===== config.mk =====
export PLATFORM = sky130hd
export DESIGN_NAME = serial_subtractor_flat
export DESIGN_NICKNAME = d
export VERILOG_FILES = /design/src/rtl/serial_subtractor_if.sv /design/src/rtl/serial_subtractor.sv /design/src/flat_wrapper.sv
export SDC_FILE = /design/constraint.sdc
export NUM_CORES = 1
export LEC_CHECK = 0
export ABC_AREA = 1
export ABC_CLOCK_PERIOD_IN_PS = 1500
export CAP_MARGIN = 15
export CORE_UTILIZATION = 47
export CTS_CLUSTER_DIAMETER = 100
export CTS_CLUSTER_SIZE = 40
export DETAILED_ROUTE_END_ITERATION = 6
export GPL_TIMING_DRIVEN = 0
export PLACE_DENSITY = 0.76
export SYNTH_ARGS = -nofsm -noshare
export SYNTH_HDL_FRONTEND = slang
export SYNTH_SLANG_ARGS = --single-unit

===== constraint.sdc =====
create_clock -name clk -period 1.5 [get_ports clk]
set_input_delay 0.3 -clock clk [delete_from_list [all_inputs] [get_ports clk]]
set_output_delay 0.3 -clock clk [all_outputs]
set_load 0.005 [all_outputs]

===== src/rtl/serial_subtractor_if.sv =====
// Handshake/operand bundle for serial_subtractor.
// The overflow signal exists only when SERIAL_SUB_OVERFLOW_EN is defined.
interface serial_subtractor_if #(
  parameter int WIDTH = 4
);
  logic             in_valid;
  logic             in_ready;
  logic [WIDTH-1:0] a;
  logic [WIDTH-1:0] b;
  logic             bin;
  logic             out_valid;
  logic             out_ready;
  logic [WIDTH-1:0] diff;
  logic             borrow;
`ifdef SERIAL_SUB_OVERFLOW_EN
  logic             overflow;
`endif

  modport master (
    output in_valid, a, b, bin, out_ready,
    input  in_ready, out_valid, diff, borrow
`ifdef SERIAL_SUB_OVERFLOW_EN
    , input overflow
`endif
  );

  modport slave (
    input  in_valid, a, b, bin, out_ready,
    output in_ready, out_valid, diff, borrow
`ifdef SERIAL_SUB_OVERFLOW_EN
    , output overflow
`endif
  );
endinterface


===== src/rtl/serial_subtractor.sv =====
// Bit-serial unsigned subtractor {borrow, diff} = a - b - bin, LSB first, WIDTH cycles.
// Optional signed-overflow output enabled by SERIAL_SUB_OVERFLOW_EN.
module serial_subtractor #(
  parameter int WIDTH = 4
) (
  input  logic                clk,
  input  logic                rst,
  serial_subtractor_if.slave  bus,
  output logic [1:0]          state_o
);
  // Handshakes: a transfer happens on a rising edge where valid && ready are both
  // high; in_ready is high only in IDLE, out_valid only in DONE, and DONE holds
  // its outputs until out_ready, so a new operand set is never taken in that cycle.

  localparam int CW = (WIDTH > 2) ? $clog2(WIDTH) : 1;

  typedef enum logic [1:0] {IDLE = 2'd0, CALC = 2'd1, DONE = 2'd2} state_t;

  state_t           state_q, state_d;
  logic [CW-1:0]    cnt_q;
  logic [WIDTH-1:0] a_sh_q, b_sh_q, res_q, diff_q;
  logic             br_q, borrow_q;
  logic             accept, last_bit, d_bit, br_next;
  logic [WIDTH-1:0] res_d;

  assign accept   = (state_q == IDLE) && bus.in_valid;
  assign last_bit = (cnt_q == CW'(WIDTH - 1));
  assign d_bit    = a_sh_q[0] ^ b_sh_q[0] ^ br_q;
  assign br_next  = (~a_sh_q[0] & b_sh_q[0]) | (~(a_sh_q[0] ^ b_sh_q[0]) & br_q);
  assign res_d    = {d_bit, res_q[WIDTH-1:1]};

  always_ff @(posedge clk or posedge rst) begin
    if (rst) state_q <= IDLE;
    else     state_q <= state_d;
  end

  always_comb begin
    state_d = state_q;
    case (state_q)
      IDLE:    if (bus.in_valid) state_d = CALC;
      CALC:    if (last_bit) state_d = DONE;
      DONE:    if (bus.out_ready) state_d = IDLE;
      default: state_d = IDLE;
    endcase
  end

  always_comb begin
    bus.in_ready  = (state_q == IDLE);
    bus.out_valid = (state_q == DONE);
    bus.diff      = diff_q;
    bus.borrow    = borrow_q;
    state_o       = state_q;
  end

  always_ff @(posedge clk or posedge rst) begin
    if (rst) begin
      a_sh_q   <= '0;
      b_sh_q   <= '0;
      res_q    <= '0;
      br_q     <= 1'b0;
      cnt_q    <= '0;
      diff_q   <= '0;
      borrow_q <= 1'b0;
    end else if (accept) begin
      a_sh_q <= bus.a;
      b_sh_q <= bus.b;
      br_q   <= bus.bin;
      res_q  <= '0;
      cnt_q  <= '0;
    end else if (state_q == CALC) begin
      a_sh_q <= a_sh_q >> 1;
      b_sh_q <= b_sh_q >> 1;
      res_q  <= res_d;
      br_q   <= br_next;
      cnt_q  <= cnt_q + 1'b1;
      if (last_bit) begin
        diff_q   <= res_d;
        borrow_q <= br_next;
      end
    end
  end

`ifdef SERIAL_SUB_OVERFLOW_EN
  // Operand sign bits are shifted out during CALC, so keep copies for the overflow term.
  logic sign_a_q, sign_b_q, overflow_q;

  always_ff @(posedge clk or posedge rst) begin
    if (rst) begin
      sign_a_q   <= 1'b0;
      sign_b_q   <= 1'b0;
      overflow_q <= 1'b0;
    end else if (accept) begin
      sign_a_q <= bus.a[WIDTH-1];
      sign_b_q <= bus.b[WIDTH-1];
    end else if ((state_q == CALC) && last_bit) begin
      overflow_q <= (sign_a_q ^ sign_b_q) & (d_bit ^ sign_a_q);
    end
  end

  assign bus.overflow = overflow_q;
`endif
endmodule


===== src/flat_wrapper.sv =====
// flat-port wrapper written by rule: the top's interface ports become plain ports
module serial_subtractor_flat 
#(
  parameter int WIDTH = 4
)
  (clk, rst, state_o, bus_in_valid, bus_a, bus_b, bus_bin, bus_out_ready, bus_in_ready, bus_out_valid, bus_diff, bus_borrow);
  serial_subtractor_if #(.WIDTH(WIDTH)) bus_i ();
  input  logic clk;
  input  logic rst;
  output logic [1:0] state_o;
  input wire logic [$bits(bus_i.in_valid)-1:0] bus_in_valid;
  input wire logic [$bits(bus_i.a)-1:0] bus_a;
  input wire logic [$bits(bus_i.b)-1:0] bus_b;
  input wire logic [$bits(bus_i.bin)-1:0] bus_bin;
  input wire logic [$bits(bus_i.out_ready)-1:0] bus_out_ready;
  output wire logic [$bits(bus_i.in_ready)-1:0] bus_in_ready;
  output wire logic [$bits(bus_i.out_valid)-1:0] bus_out_valid;
  output wire logic [$bits(bus_i.diff)-1:0] bus_diff;
  output wire logic [$bits(bus_i.borrow)-1:0] bus_borrow;
  assign bus_i.in_valid = bus_in_valid;
  assign bus_i.a = bus_a;
  assign bus_i.b = bus_b;
  assign bus_i.bin = bus_bin;
  assign bus_i.out_ready = bus_out_ready;
  assign bus_in_ready = bus_i.in_ready;
  assign bus_out_valid = bus_i.out_valid;
  assign bus_diff = bus_i.diff;
  assign bus_borrow = bus_i.borrow;
  serial_subtractor #(.WIDTH(WIDTH)) u_core (.clk(clk), .rst(rst), .bus(bus_i), .state_o(state_o));
endmodule

==> results of run 1 <==
==> path summary, 6_finish.rpt <==
check,slack (ps),start,end
max reg2reg,240,u_core.state_o[0],u_core.a_sh_q[0]
min in group clk,480,u_core.bus.diff[2],u_core.bus.diff[2]
min,420,rst,u_core.state_o[0]
max in group asynchronous,570,rst,u_core.state_o[0]
max,40,u_core.bus.diff[0],bus_diff[0]
min reg2reg,480,u_core.bus.diff[2],u_core.bus.diff[2]
==> cell families (layout without fill, tap and decap cells) <==
logic type               after synthesis  count (layout)  synth area share [%]
flip-flops                            21              21                  56.5
buffers and inverters                 12              43                  6.46
AND/OR/NAND/NOR                       70              70                  30.7
adder cells (fa/ha/maj)                2               2                  3.50
AO/OA/AOI/OAI                          4               4                  2.83
==> area by class of cell <==
class                   instances  area, um2  share of cell area [%]
well taps                      25       31.3                    2.49
flip-flops and latches         21        527                    42.0
inverters                       8       32.5                    2.59
plain buffers                   3       22.5                    1.79
repair buffers                 28        264                    21.0
multi-input cells              76        352                    28.0
clock buffers                   4       26.3                    2.09
==> per-layer routing <==
metal	share of wire [%]	GRT usage [%]
met1	45	23.1
met2	50	34.4
met3	3.9	3.53
met4	0.94	5.29
met5	0	0
==> report_power, final <==
| part | internal (W) | total [W] | leakage (nW) | switching [W] |
|---|---|---|---|---|
| combinational | 0.000529 | 0.00112 | 0.417 | 0.000592 |
| clock | 0.000104 | 0.000271 | 0.0150 | 0.000167 |
| sequential | 0.000807 | 0.000941 | 0.269 | 0.000134 |
| total | 0.00144 | 0.00233 | 0.701 | 0.000893 |
==> state kept, by name, indices dropped and copies added, names as in the netlist <==
signal             count
u_core.a_sh_q          4
u_core.b_sh_q          4
u_core.bus.diff        4
u_core.res_q           3
u_core.cnt_q           2
u_core.state_o         2
u_core.br_q            1
u_core.bus.borrow      1
==> synth_stat cells <==
master and instances:
buf_4 2, buf_6 1, clkbuf_1 1, dfrtp_1 21, fa_1 1, ha_1 1, inv_1 7, inv_2 1
nand2_1 51, nand3_1 16, nor2_1 2, nor2_2 1, o21ai_0 2, o21ai_2 1, o31ai_1 1
==> metrics by stage <==
stage	cell area (um2)	util, %	hold slack, ps
floorplan	930	-	277
finish	1250	70.4	419
global placement	1170	65.7	452
detailed placement	1170	65.7	459
CTS	1230	69.2	454
global route	1250	70.4	512
==> repair_timing <==
item,4_1_cts,5_1_grt
pin swaps,1,0
setup buffers,5,2
gates resized for setup,7,11
hold buffers,0,0
endpoints found under the setup margin,4,7
==> metrics.txt, run 1 <==
Clock Sinks 21; post-route setup slack between 40 and 50 ps; htree depth 1; Area Overhead vs Synth 35.0%; die area between 0.002 and 0.0025 mm2; largest net degree at the start of global routing 22; WL final between 1500 and 2000 um; Clock Latency Late Sink roughly 300 ps; Synth warnings 0; slew margin rel. 49.7%; Reg clk slew, reported paths about 110 ps; Max VDD drop approximately 1200 uV; Worst setup EP type primary output; PwrDens 1860 mW/mm2; Final nets approximately 160; post-synthesis instance area about 930 um2; final antenna-violating net count 0; Reg2Reg Depth 5; Distinct cells, synth 15; clk buf depth 2; Overflow after GRT 0; Slew Limit Fails 0; post-synthesis sequential element count 21; starting density of the core 52.1%; CP Data Arrival Time roughly 1200 ps; ant diodes 0; drc violations 0; Seq/Total Area, Yosys ~57%; Vias 787; first-pass GRT wire length just under 3000 um; CP peak stage delay ~500 ps; CP Launch Type register; drt wl/cell roughly 11 um; Die H approximately 46 um; setup TNS 0 ps; Pre-Repair DR Iteration Count 4; Syn Nets between 100 and 150; mean area per synthesized cell around 8.5 um2; CTS tree done; max-cap viol count 0; Fmax ~690 MHz; part of the cycle the worst path needs a little under 100%; Core ar. approximately 0.0018 mm2; Crit Path Max Fanout 2; Rows 15; Filler cells approximately 140; Leak around 0.70 nW; Finished Layout Cells ~170; Post-Route Skew 6.07 ps; cell taking the most area after synthesis dfrtp_1; Finish-stage setup viols 0; share of cells above drive strength 1 roughly 14%; width of the chip 46.5 um; worst slack at placement -90.7 ps; commonest non-fill, non-tap cells in the layout nand2_1, dfrtp_1, nand3_1; vias in the first global route roughly 700; hold crit path type input pin to async pin; Worst-Margin Slew 754 ps; Placer Congestion between 0.7 and 0.8; most common cell after layout, fill and taps aside nand2_1; antenna violations before repair 0; post-placement cell count approximately 160; vias per std cell 4.77; Gate Count Post-Synth between 100 and 150; Num CTS Buffers 3; hpwl dp between 1000 and 1500 um; Worst path depth 1; CP Data Required Time 1200 ps; synth top area cells dfrtp_1, nand2_1, nand3_1, inv_1, fa_1; crit path cell chain clkdlybuf4s50_1; num ports 22; kind of critical path register to primary output; cell at the slowest stage of the critical path clkdlybuf4s50_1; Buf+Inv Stages, Crit Path 1; Total GRT Usage 19.2%; PortBufs 21; top cell type's share of synthesized area 56.5%; total chip power between 0.002 and 0.0025 W; status completed; clk root buf clkbuf_4; Worst path top cell family by delay buffers and inverters; First DRT Iteration DRCs 18; min cycle time layout 1460 ps; Fin. Hold Viols 0
Note: power is estimated with default switching activity, not from simulation.
==> run 2: changes to the inputs <==
Settings changed: GPL_ROUTABILITY_DRIVEN set to 0.
==> results of run 2 <==
No change in the layout: final DEF, timing and power equal those of run 1.
